`src/rtl/alu_exec_unit.sv`:
```
// Registered execute stage: decodes {ALUop, funct3, funct7}, runs single-cycle ALU/branch ops
// and iterative RV32M-style multiply/divide behind a valid/ready handshake.
module alu_exec_unit #(
    parameter int unsigned XLEN  = 32,
    parameter bit          MD_EN = 1'b1
) (
    input  logic            clk,
    input  logic            rst_n,
    input  logic            in_valid,
    output logic            in_ready,
    input  logic [1:0]      ALUop,
    input  logic [2:0]      funct3,
    input  logic [6:0]      funct7,
    input  logic [XLEN-1:0] op_a,
    input  logic [XLEN-1:0] op_b,
    output logic            out_valid,
    output logic [XLEN-1:0] result,
    output logic            branch_taken,
    output logic            illegal
);
    localparam int unsigned SHW = $clog2(XLEN);
    localparam int unsigned CW  = $clog2(XLEN);
    localparam logic [CW-1:0] CNT_LAST = CW'(XLEN - 1);

    typedef enum logic [1:0] {IDLE, MUL, DIV} state_t;
    typedef enum logic [4:0] {
        OP_ADD, OP_SUB, OP_SLL, OP_SLT, OP_SLTU, OP_XOR, OP_SRL, OP_SRA, OP_OR, OP_AND,
        OP_BR, OP_MUL, OP_DIV, OP_DIVU, OP_REM, OP_REMU, OP_ILL
    } op_t;

    state_t state, state_next;
    op_t    op;
    logic   accept, is_mul, is_div, md_done;

    logic [XLEN-1:0] alu_res, diff;
    logic            taken, lt_s, lt_u;
    logic [SHW-1:0]  shamt;

    // a_reg/b_reg/acc hold multiplicand/multiplier/product for MUL and
    // dividend-then-quotient/divisor/partial remainder for DIV.
    logic [XLEN-1:0] a_reg, b_reg, acc, a_orig;
    logic [CW-1:0]   cnt;
    logic            md_rem, neg_res, div_zero;

    logic [XLEN-1:0] mul_sum, div_sub, quo_n, rem_n, md_val, md_final;
    logic [XLEN:0]   div_shift;
    logic            div_ok;

    function automatic op_t base_op(input logic [2:0] f3);
        case (f3)
            3'b000:  return OP_ADD;
            3'b001:  return OP_SLL;
            3'b010:  return OP_SLT;
            3'b011:  return OP_SLTU;
            3'b100:  return OP_XOR;
            3'b101:  return OP_SRL;
            3'b110:  return OP_OR;
            default: return OP_AND;
        endcase
    endfunction

    always_comb begin
        op = OP_ILL;
        case (ALUop)
            2'b00: op = OP_ADD;
            2'b01: op = (funct3[2:1] == 2'b01) ? OP_ILL : OP_BR;
            2'b10: begin
                if (funct7 == 7'b0000000) begin
                    op = base_op(funct3);
                end else if (funct7 == 7'b0100000) begin
                    if (funct3 == 3'b000)      op = OP_SUB;
                    else if (funct3 == 3'b101) op = OP_SRA;
                end else if (funct7 == 7'b0000001 && MD_EN) begin
                    case (funct3)
                        3'b000:  op = OP_MUL;
                        3'b100:  op = OP_DIV;
                        3'b101:  op = OP_DIVU;
                        3'b110:  op = OP_REM;
                        3'b111:  op = OP_REMU;
                        default: op = OP_ILL;
                    endcase
                end
            end
            default: begin
                if (funct3 == 3'b001) begin
                    op = (funct7 == 7'b0000000) ? OP_SLL : OP_ILL;
                end else if (funct3 == 3'b101) begin
                    if (funct7 == 7'b0000000)      op = OP_SRL;
                    else if (funct7 == 7'b0100000) op = OP_SRA;
                end else begin
                    op = base_op(funct3);
                end
            end
        endcase
    end

    always_comb begin
        shamt   = op_b[SHW-1:0];
        diff    = op_a - op_b;
        lt_s    = $signed(op_a) < $signed(op_b);
        lt_u    = op_a < op_b;
        alu_res = '0;
        taken   = 1'b0;
        case (op)
            OP_ADD:        alu_res = op_a + op_b;
            OP_SUB, OP_BR: alu_res = diff;
            OP_SLL:        alu_res = op_a << shamt;
            OP_SLT:        alu_res = {{(XLEN-1){1'b0}}, lt_s};
            OP_SLTU:       alu_res = {{(XLEN-1){1'b0}}, lt_u};
            OP_XOR:        alu_res = op_a ^ op_b;
            OP_SRL:        alu_res = op_a >> shamt;
            OP_SRA:        alu_res = $signed(op_a) >>> shamt;
            OP_OR:         alu_res = op_a | op_b;
            OP_AND:        alu_res = op_a & op_b;
            default:       alu_res = '0;
        endcase
        if (op == OP_BR) begin
            case (funct3)
                3'b000:  taken = (diff == '0);
                3'b001:  taken = (diff != '0);
                3'b100:  taken = lt_s;
                3'b101:  taken = ~lt_s;
                3'b110:  taken = lt_u;
                3'b111:  taken = ~lt_u;
                default: taken = 1'b0;
            endcase
        end
    end

    assign accept  = in_valid && in_ready;
    assign is_mul  = (op == OP_MUL);
    assign is_div  = op inside {OP_DIV, OP_DIVU, OP_REM, OP_REMU};
    assign md_done = (state != IDLE) && (cnt == CNT_LAST);

    // One iteration of shift-add multiply and restoring divide.
    always_comb begin
        mul_sum   = acc + (b_reg[0] ? a_reg : '0);
        div_shift = {acc, a_reg[XLEN-1]};
        div_ok    = div_shift >= {1'b0, b_reg};
        div_sub   = div_shift[XLEN-1:0] - b_reg;
        quo_n     = {a_reg[XLEN-2:0], div_ok};
        rem_n     = div_ok ? div_sub : div_shift[XLEN-1:0];
        md_val    = md_rem ? rem_n : quo_n;
        if (state == MUL)  md_final = mul_sum;
        else if (div_zero) md_final = md_rem ? a_orig : '1;
        else               md_final = neg_res ? -md_val : md_val;
    end

    always_ff @(posedge clk) begin
        if (!rst_n) state <= IDLE;
        else        state <= state_next;
    end

    always_comb begin
        state_next = state;
        case (state)
            IDLE: begin
                if (accept && is_mul)      state_next = MUL;
                else if (accept && is_div) state_next = DIV;
            end
            default: if (md_done) state_next = IDLE;
        endcase
    end

    always_comb begin
        in_ready = (state == IDLE);
    end

    always_ff @(posedge clk) begin
        if (!rst_n) begin
            out_valid    <= 1'b0;
            result       <= '0;
            branch_taken <= 1'b0;
            illegal      <= 1'b0;
            cnt          <= '0;
            a_reg        <= '0;
            b_reg        <= '0;
            acc          <= '0;
            a_orig       <= '0;
            md_rem       <= 1'b0;
            neg_res      <= 1'b0;
            div_zero     <= 1'b0;
        end else begin
            out_valid <= 1'b0;
            if (accept) begin
                cnt <= '0;
                acc <= '0;
                if (is_mul) begin
                    a_reg <= op_a;
                    b_reg <= op_b;
                end else if (is_div) begin
                    a_reg    <= ((op inside {OP_DIV, OP_REM}) && op_a[XLEN-1]) ? -op_a : op_a;
                    b_reg    <= ((op inside {OP_DIV, OP_REM}) && op_b[XLEN-1]) ? -op_b : op_b;
                    a_orig   <= op_a;
                    md_rem   <= (op == OP_REM) || (op == OP_REMU);
                    div_zero <= (op_b == '0);
                    case (op)
                        OP_DIV:  neg_res <= op_a[XLEN-1] ^ op_b[XLEN-1];
                        OP_REM:  neg_res <= op_a[XLEN-1];
                        default: neg_res <= 1'b0;
                    endcase
                end else begin
                    out_valid    <= 1'b1;
                    result       <= alu_res;
                    branch_taken <= taken;
                    illegal      <= (op == OP_ILL);
                end
            end else if (state != IDLE) begin
                cnt <= cnt + 1'b1;
                if (state == MUL) begin
                    acc   <= mul_sum;
                    a_reg <= a_reg << 1;
                    b_reg <= b_reg >> 1;
                end else begin
                    acc   <= rem_n;
                    a_reg <= quo_n;
                end
                if (md_done) begin
                    out_valid    <= 1'b1;
                    result       <= md_final;
                    branch_taken <= 1'b0;
                    illegal      <= 1'b0;
                end
            end
        end
    end
endmodule

```
`config.mk`:
```
export PLATFORM = sky130hd
export DESIGN_NAME = alu_exec_unit
export DESIGN_NICKNAME = d
export VERILOG_FILES = /design/src/rtl/alu_exec_unit.sv
export SDC_FILE = /design/constraint.sdc
export NUM_CORES = 1
export LEC_CHECK = 0
export ABC_AREA = 1
export BUFFER_PORTS_ARGS = -buffer_cell sky130_fd_sc_hd__buf_2
export CAP_MARGIN = 30
export CORE_ASPECT_RATIO = 1.25
export CORE_MARGIN = 10
export CORE_UTILIZATION = 60
export DETAILED_ROUTE_END_ITERATION = 12
export GPL_TIMING_DRIVEN = 0
export PLACE_DENSITY = 0.78
export SYNTH_ARGS = -nofsm -noshare
export SYNTH_HDL_FRONTEND = slang
export SYNTH_SLANG_ARGS = --single-unit
```
`constraint.sdc`:
```
create_clock -name clk -period 5 [get_ports clk]
set_input_delay 1 -clock clk [delete_from_list [all_inputs] [get_ports clk]]
set_output_delay 1 -clock clk [all_outputs]
set_load 0.05 [all_outputs]
```
==> metrics.cfg, run 1 <==
[logic_synthesis]
synth_nets=4602
synth_ff_type=dfxtp_1
synthDistinctLibCells=69
synth_area_sq_um=24400
yosys-top-cells-area=nand2_1, dfxtp_1, o21ai_0
synth_warnings=0
synth_sequential_area_ratio_pct=14.2
ys_ff_latch=173
avgSynthCellArea_sq_um=5.60
synth_edf_count=0
yosysTopAreaCellShare_pct=17.9
synthesis.instances=4353
synth_common_cells=nand2_1, inv_1, o21ai_0, a21oi_1, nor2_1
post-synth-top-area-cell=nand2_1
yosys.cell_count.top_type=nand2_1
async_flop_share_pct=0

[placed_design]
routabilityCongestion=1.28
io_buffers=113
hpwl_mm=109

[die]
die_width_um=200
start_util_pct=60.8
fp.dieH_um=245
row_count=82
ioPinCount=115

[cts]
cts-buffers-inserted=17
cts_buffer_depth=2
cts_root_buf=clkbuf_16
cts.sinks=173
post_cts_buffers=0
htreeDepth=4

[global_routing]
grt_pass1_vias=32800
grt_pass1_wl_mm=229
grt_max_degree=20
overflow=156
grt_usage_pct=61.1

[run_status]
firstError=[ERROR GRT-0116] Global routing finished with congestion. Check the congestion regions in the DRC Viewer.
status=aborted with a tool error
lastStage=global routing

[logic make-up after synthesis]
logic type                 count (synthesis)  share of synthesized area [%]
AOI/OAI and AO/OA                       1113                           25.7
xor gates and xnor gates                  87                           3.12
adders and majority gates                170                           8.84
buffers and inverters                    717                           11.5
DFF                                      173                           14.2
muxes                                      6                          0.246
and+or+nand+nor                         2087                           36.3
[what timing repair did]
item | 4_1_cts
gates resized for setup | 7
setup endpoints to repair | 22
gates cloned | 0
hold buffers | 0
[metrics by stage]
stage               setup TNS (ns)  std cells  hold WS, ns  setup WS [ns]  area (sq um)
floorplan                        0       4353        0.430          0.895         24400
global placement            -20.00       5012        0.441          -1.18         25600
detailed placement          -19.75       5013        0.446          -1.17         25600
CTS                              0       5042        0.456         0.0447         26200
[metal layers]
layer	GRT overflow	track usage, %
met1	0	59.7
met2	81	84.2
met3	0	38.7
met4	75	64.4
met5	0	3.66
==> run 2: changes to the inputs <==
--- a/config.mk
+++ b/config.mk
@@ -8,12 +8,11 @@
 export ABC_AREA = 1
 export BUFFER_PORTS_ARGS = -buffer_cell sky130_fd_sc_hd__buf_2
 export CAP_MARGIN = 30
-export CORE_ASPECT_RATIO = 1.25
 export CORE_MARGIN = 10
-export CORE_UTILIZATION = 60
+export CORE_UTILIZATION = 40
 export DETAILED_ROUTE_END_ITERATION = 12
 export GPL_TIMING_DRIVEN = 0
-export PLACE_DENSITY = 0.78
+export PLACE_DENSITY_LB_ADDON = 0.15
 export SYNTH_ARGS = -nofsm -noshare
 export SYNTH_HDL_FRONTEND = slang
 export SYNTH_SLANG_ARGS = --single-unit
==> run 2 against run 1 <==
Compared with the run above: the flow now finishes without violations; synthesized area did not move; synthesized cell count did not move.
==> metrics.cfg, run 2 <==
[run_status]
status=completed  ; was aborted with a tool error

[logic_synthesis]
yosysTopAreaCellShare_pct=17.9  ; unchanged
synth_compound_area_share_pct=25.7  ; unchanged
async_flop_share_pct=0  ; unchanged
synth_edf_count=0  ; unchanged
yosys.cell_count.top_type=nand2_1  ; unchanged
synth_adder_area_share_pct=8.84  ; unchanged
synth_warnings=0  ; unchanged
post-synth-top-area-cell=nand2_1  ; unchanged
synth_area_sq_um=24400  ; unchanged
synthesis.instances=4353  ; unchanged
ys_ff_latch=173  ; unchanged
synth_common_cells=nand2_1, inv_1, o21ai_0, a21oi_1, nor2_1  ; unchanged
synth_sequential_area_ratio_pct=14.2  ; unchanged
synth_mux_area_share_pct=0.246  ; unchanged
synth_nets=4602  ; unchanged
yosys-top-cells-area=nand2_1, dfxtp_1, o21ai_0  ; unchanged
synth_ff_type=dfxtp_1  ; unchanged
avgSynthCellArea_sq_um=5.60  ; unchanged
synth_top_family_by_area=simple AND/OR/NAND/NOR gates  ; unchanged
synth-simple-area-share_pct=36.3  ; unchanged
synthDistinctLibCells=69  ; unchanged
synth-xor-area-share_pct=3.12  ; unchanged

[setup_path]
crit_path_start_kind=input port
critPathCaptureType=flop
crit_fanout=12
cp.arrival_ns=5.30
critical_path_required_ns=5.35
critPathKind=input port to flop

[cts]
cts_root_buf=clkbuf_16  ; unchanged
cts_buffer_depth=2  ; unchanged
cts-buffers-inserted=17  ; unchanged
clk_pin_slew_ns=0.10
htreeDepth=4  ; unchanged
cts_tree=yes
cts.sinks=173  ; unchanged
clock_latency_ns=0.51

[die]
die_width_um=267  ; was 200 um
coreArea_sq_um=60400
die_area_sq_um=71300
ioPinCount=115  ; unchanged
fp.dieH_um=267  ; was 245 um
row_count=90  ; was 82
start_util_pct=40.4  ; was 60.8%

[routing]
drtIter0Drc=4414
ant_nets=0
via_count=32200
drc=0
wirelength_mm=151
via_per_inst=6.09
first_pass_iters=6
wire_per_inst_um=28.5

[global_routing]
antenna_found_initial=4
grt_pass1_vias=29400
grt_pass1_wl_mm=212
grt_max_degree=24
overflow=0
grt_usage_pct=41.1

[final_layout]
final_layout_size_suffix_gt1_share_pct=8.42
mostFrequentLayoutCell=nand2_1
layout_common_cells=nand2_1, inv_1, o21ai_0
n_antenna_cell=0
fin_cells=5284
final_nets=4738
fillers=6886
final_area_sq_um=26700
area_growth_pct=9.48

[placed_design]
hpwl_mm=126  ; was 109 mm
placed_area_sq_um=26000  ; was 25600 sq um
dp_cells=5252  ; was 5013
routabilityCongestion=1.16  ; was 1.28
io_buffers=113  ; unchanged

[timing]
setup_violations=0
relSlewSlack_pct=26.8
tightest_slew_ns=1.10
finalClockSkew_ns=0.0377
period_share_pct=99.0
fmax_ghz=0.202
hold_viol_final=0
rsz0062_at_grt=no
min_period_ns=4.95
slew_violations=0

[hold_path]
holdCritPathClass=flop to flop

[power_and_ir_drop]
leakagePower_nw=13.0
p_total_w=0.00599
pwr_density_cell_nw_per_um2=224
worst_ir_drop_vdd_mv=0.217

[run]
drv_cap=0

-- run 2: layout make-up --
class                   instances  area, sq um  share of cell area [%]
repair buffers                124          648                    2.43
clock buffers                  17          425                    1.59
well taps                     782          978                    3.66
multi-input cells            3463        18200                    68.0
clock inverters                15          230                   0.862
plain buffers                 201          880                    3.29
inverters                     509         1920                    7.20
flip-flops and latches        173         3460                    13.0
-- run 2: kinds of logic (layout without fill, tap and decap cells) --
| group | Yosys count | after routing |
|---|---|---|
| buffers and inverters | 717 | 866 |
| xor gates and xnor gates | 87 | 87 |
| muxes | 6 | 6 |
| adders and majority gates | 170 | 170 |
| AOI/OAI and AO/OA | 1113 | 1113 |
| and+or+nand+nor | 2087 | 2087 |
| DFF | 173 | 173 |
-- run 2: what timing repair did --
action	4_1_cts	5_1_grt
gates resized for setup	10	10
setup buffers	0	5
endpoints found under the setup margin	21	8
hold buffers	0	0
pin swaps	0	1
-- run 2: final timing paths --
| check | from | end | slack, ns | cells after the start |
|---|---|---|---|---|
| worst max-delay path | op_b[4] | branch_taken | 0.05 | 23 |
| worst min-delay path | a_orig[0] | a_orig[0] | 0.47 | 2 |
| worst max register to register | b_reg[0] | result[22] | 0.36 | 25 |
| worst min register to register | a_orig[0] | a_orig[0] | 0.47 | 2 |
-- run 2: layer usage --
metal	share of wire (%)	track usage, %	vias up
met1	38	48.6	14800
met2	43	63.9	2135
met4	9.2	31.4	2
met3	10	9.46	559
met5	0.0080	0.0710	-
li1	-	-	14700
-- run 2: stage by stage --
step                      setup TNS, ns  worst slack [ns]  hold slack (ns)  util [%]
after detailed placement         -22.76             -1.61            0.460      43.0
after CTS                             0           0.00347            0.472      44.1
after floorplan                       0             0.895            0.430         -
final                                 0            0.0491            0.467      44.2
after global placement           -25.34             -1.66            0.450      43.0
after global routing                  0            0.0356            0.497      44.2
-- run 2: power by group --
group | internal, W | switching [W] | total (W)
registers | 0.00142 | 0.0000466 | 0.00147
clock network | 0.000710 | 0.000808 | 0.00152
logic | 0.000732 | 0.00228 | 0.00301
-- run 2: critical path, cell delays in order --
cell	delay [ns]
buf_2	0.34
clkinv_1	0.31
clkbuf_1	0.31
clkbuf_2	0.32
ha_2	0.43
inv_1	0.16
nand2_1	0.09
nand3_2	0.19
a21oi_2	0.12
o21ai_1	0.31
inv_1	0.15
o21ai_4	0.29
nand3_1	0.31
nand3_1	0.16
nand2_1	0.11
nor2_1	0.10
nand2_1	0.05
nor2_1	0.18
nand3_1	0.11
nand2_1	0.08
nand3_1	0.06
nand2_1	0.06
a21oi_1	0.06
Power figures use the tool's default switching activity.
==> run 3: changes to the inputs <==
--- a/config.mk
+++ b/config.mk
@@ -12,7 +12,6 @@
 export CORE_UTILIZATION = 40
 export DETAILED_ROUTE_END_ITERATION = 12
 export GPL_TIMING_DRIVEN = 0
-export PLACE_DENSITY_LB_ADDON = 0.15
 export SYNTH_ARGS = -nofsm -noshare
 export SYNTH_HDL_FRONTEND = slang
 export SYNTH_SLANG_ARGS = --single-unit
==> run 3 against run 2 <==
Compared with the run above: the flow now finishes with violations (setup timing); clock skew shrank 0.022 ns; first-iteration DRC count is 11% higher; final cell count about the same; maximum frequency fell by 2.4%; die area did not move; critical endpoint is now result[0].
==> metrics.cfg, run 3 (synthesis results as in run 2) <==
[timing]
period_share_pct=101  ; was 99.0%
setup_violations=1  ; was 0
rsz0062_at_grt=no  ; unchanged
finalClockSkew_ns=0.0157  ; was 0.0377 ns
hold_viol_final=0  ; unchanged
fmax_ghz=0.197  ; was 0.202 GHz
min_period_ns=5.07  ; was 4.95 ns
relSlewSlack_pct=10.1  ; was 26.8%
tightest_slew_ns=1.33  ; was 1.10 ns
tns_ns=-0.0746  ; was 0 ns
layout_setup_ws_ns=-0.0746  ; was 0.0491 ns
slew_violations=0  ; unchanged

[setup_path]
critPathCaptureType=flop  ; unchanged
critPathBufInv=4  ; was 6
cpLargestDelayFamily=simple AND/OR/NAND/NOR gates  ; was buffers and inverters
critPathKind=input port to flop  ; unchanged
cp_cell_sequence=buf_2, clkbuf_1, inv_1, ha_1, inv_1, a21oi_1, nand2_1, nand3_1, nand3_1, a21o_1, nand2_1, nand2_1, nand2_1, nand3_1, nand2_1, nand2_1, nor3_1, nor2_1, nand4_1, nand2_1, a21oi_1  ; was buf_2, clkinv_1, clkbuf_1, clkbuf_2, ha_2, inv_1, nand2_1, nand3_2, a21oi_2, o21ai_1, inv_1, o21ai_4, nand3_1, nand3_1, nand2_1, nor2_1, nand2_1, nor2_1, nand3_1, nand2_1, nand3_1, nand2_1, a21oi_1
crit_fanout=8  ; was 12
slowest_delay_ns=0.53  ; was 0.43 ns
cp.arrival_ns=5.50  ; was 5.30 ns
crit_path_start_kind=input port  ; unchanged
crit_top_cell=nand2_1  ; unchanged
critical_path_required_ns=5.43  ; was 5.35 ns
cp_slowest_cell=clkbuf_1  ; was ha_2

[global_routing]
grt_pass1_wl_mm=211  ; was 212 mm
antenna_found_initial=8  ; was 4
grt_pass1_vias=29000  ; was 29400
grt_usage_pct=40.7  ; was 41.1%
overflow=0  ; unchanged
grt_max_degree=20  ; was 24

[cts]
clk_pin_slew_ns=0.08  ; was 0.10 ns
clock_latency_ns=0.50  ; was 0.51 ns
htreeDepth=4  ; unchanged
cts_root_buf=clkbuf_16  ; unchanged
cts_buffer_depth=2  ; unchanged
cts.sinks=173  ; unchanged
cts-buffers-inserted=17  ; unchanged
cts_tree=yes  ; unchanged

[final_layout]
final_area_sq_um=26700  ; about the same
area_growth_pct=9.49  ; was 9.48%
mostFrequentLayoutCell=nand2_1  ; unchanged
final_nets=4738  ; unchanged
final_util_pct=44.3  ; was 44.2%
final_layout_size_suffix_gt1_share_pct=8.66  ; was 8.42%
layout_common_cells=nand2_1, inv_1, o21ai_0  ; unchanged

[placed_design]
routabilityCongestion=1.19  ; was 1.16
placed_area_sq_um=26000  ; about the same
hpwl_mm=127  ; was 126 mm
io_buffers=113  ; unchanged

[hold_path]
holdCritPathClass=flop to flop  ; unchanged

[routing]
wirelength_mm=150  ; was 151 mm
via_count=32500  ; was 32200
first_pass_iters=6  ; unchanged
drtIter0Drc=4919  ; was 4414
drc=0  ; unchanged
wire_per_inst_um=28.3  ; was 28.5 um
via_per_inst=6.15  ; was 6.09
ant_nets=0  ; unchanged

[run_status]
status=complete, but fails checks  ; was completed
violations=setup timing

[die]
die_width_um=267  ; unchanged
row_count=90  ; unchanged
start_util_pct=40.4  ; unchanged
fp.dieH_um=267  ; unchanged
ioPinCount=115  ; unchanged
die_area_sq_um=71300  ; unchanged
coreArea_sq_um=60400  ; unchanged

[power_and_ir_drop]
worst_ir_drop_vdd_mv=0.269  ; was 0.217 mV
pwr_density_cell_nw_per_um2=220  ; was 224 nW/um^2
leakagePower_nw=13.0  ; about the same

[run]
drv_cap=0  ; unchanged

==> run 3: where the power goes <==
part | switching (W) | internal, W | total, W
Sequential | 0.0000427 | 0.00142 | 0.00146
Clock | 0.000722 | 0.000683 | 0.00140
Combinational | 0.00228 | 0.000737 | 0.00302
==> run 3: tightest hold or removal path, stage by stage (launching register included) <==
cell and delay [ns]:
dfxtp_1 0.31, inv_1 0.06, a21oi_1 0.06
==> run 3: final timing paths <==
| check | from | to | slack, ns | cells after the start |
|---|---|---|---|---|
| setup reg to reg | acc[27] | result[4] | 0.37 | 21 |
| setup / recovery | op_a[3] | result[0] | -0.07 | 21 |
| hold reg to reg | a_orig[0] | a_orig[0] | 0.48 | 2 |
| hold / removal | a_orig[0] | a_orig[0] | 0.48 | 2 |
==> run 3: timing repair <==
item	4_1_cts	5_1_grt
setup buffers	1	5
hold endpoints to repair	0	0
resized for setup	23	10
endpoints found under the setup margin	28	19
hold buffers	0	0
pin swaps	2	2
==> run 3: routing by layer <==
metal  GRT usage, %  vias to the layer above  routed length, um
met5              0                        -                  0
met2           57.8                     2240              58900
li1               -                    14700                  -
met1           53.2                    15100              61100
met4           22.8                        0               9960
met3           13.3                      423              19600
==> run 3: final cells by class <==
type,count,area [sq um]
Fill cell,6966,33600
Multi-Input combinational cell,3463,18200
Sequential cell,173,3460
Inverter,509,1930
Tap cell,782,978
Buffer,199,871
Timing Repair Buffer,126,673
Clock buffer,19,453
Clock inverter,13,131
Antenna cell,5,12.5
==> run 3: metrics by stage <==
step           hold slack [ns]  setup slack, ns  total power (W)  instances
5_1_grt                  0.483           0.0568          0.00607       5284
6_report                 0.479          -0.0746          0.00589       5289
4_1_cts                  0.473         -0.00679          0.00572       5277
3_3_place_gp             0.449            -1.84          0.00435       5248
2_1_floorplan            0.430            0.895          0.00320       4353
3_5_place_dp             0.459            -1.72          0.00433       5250
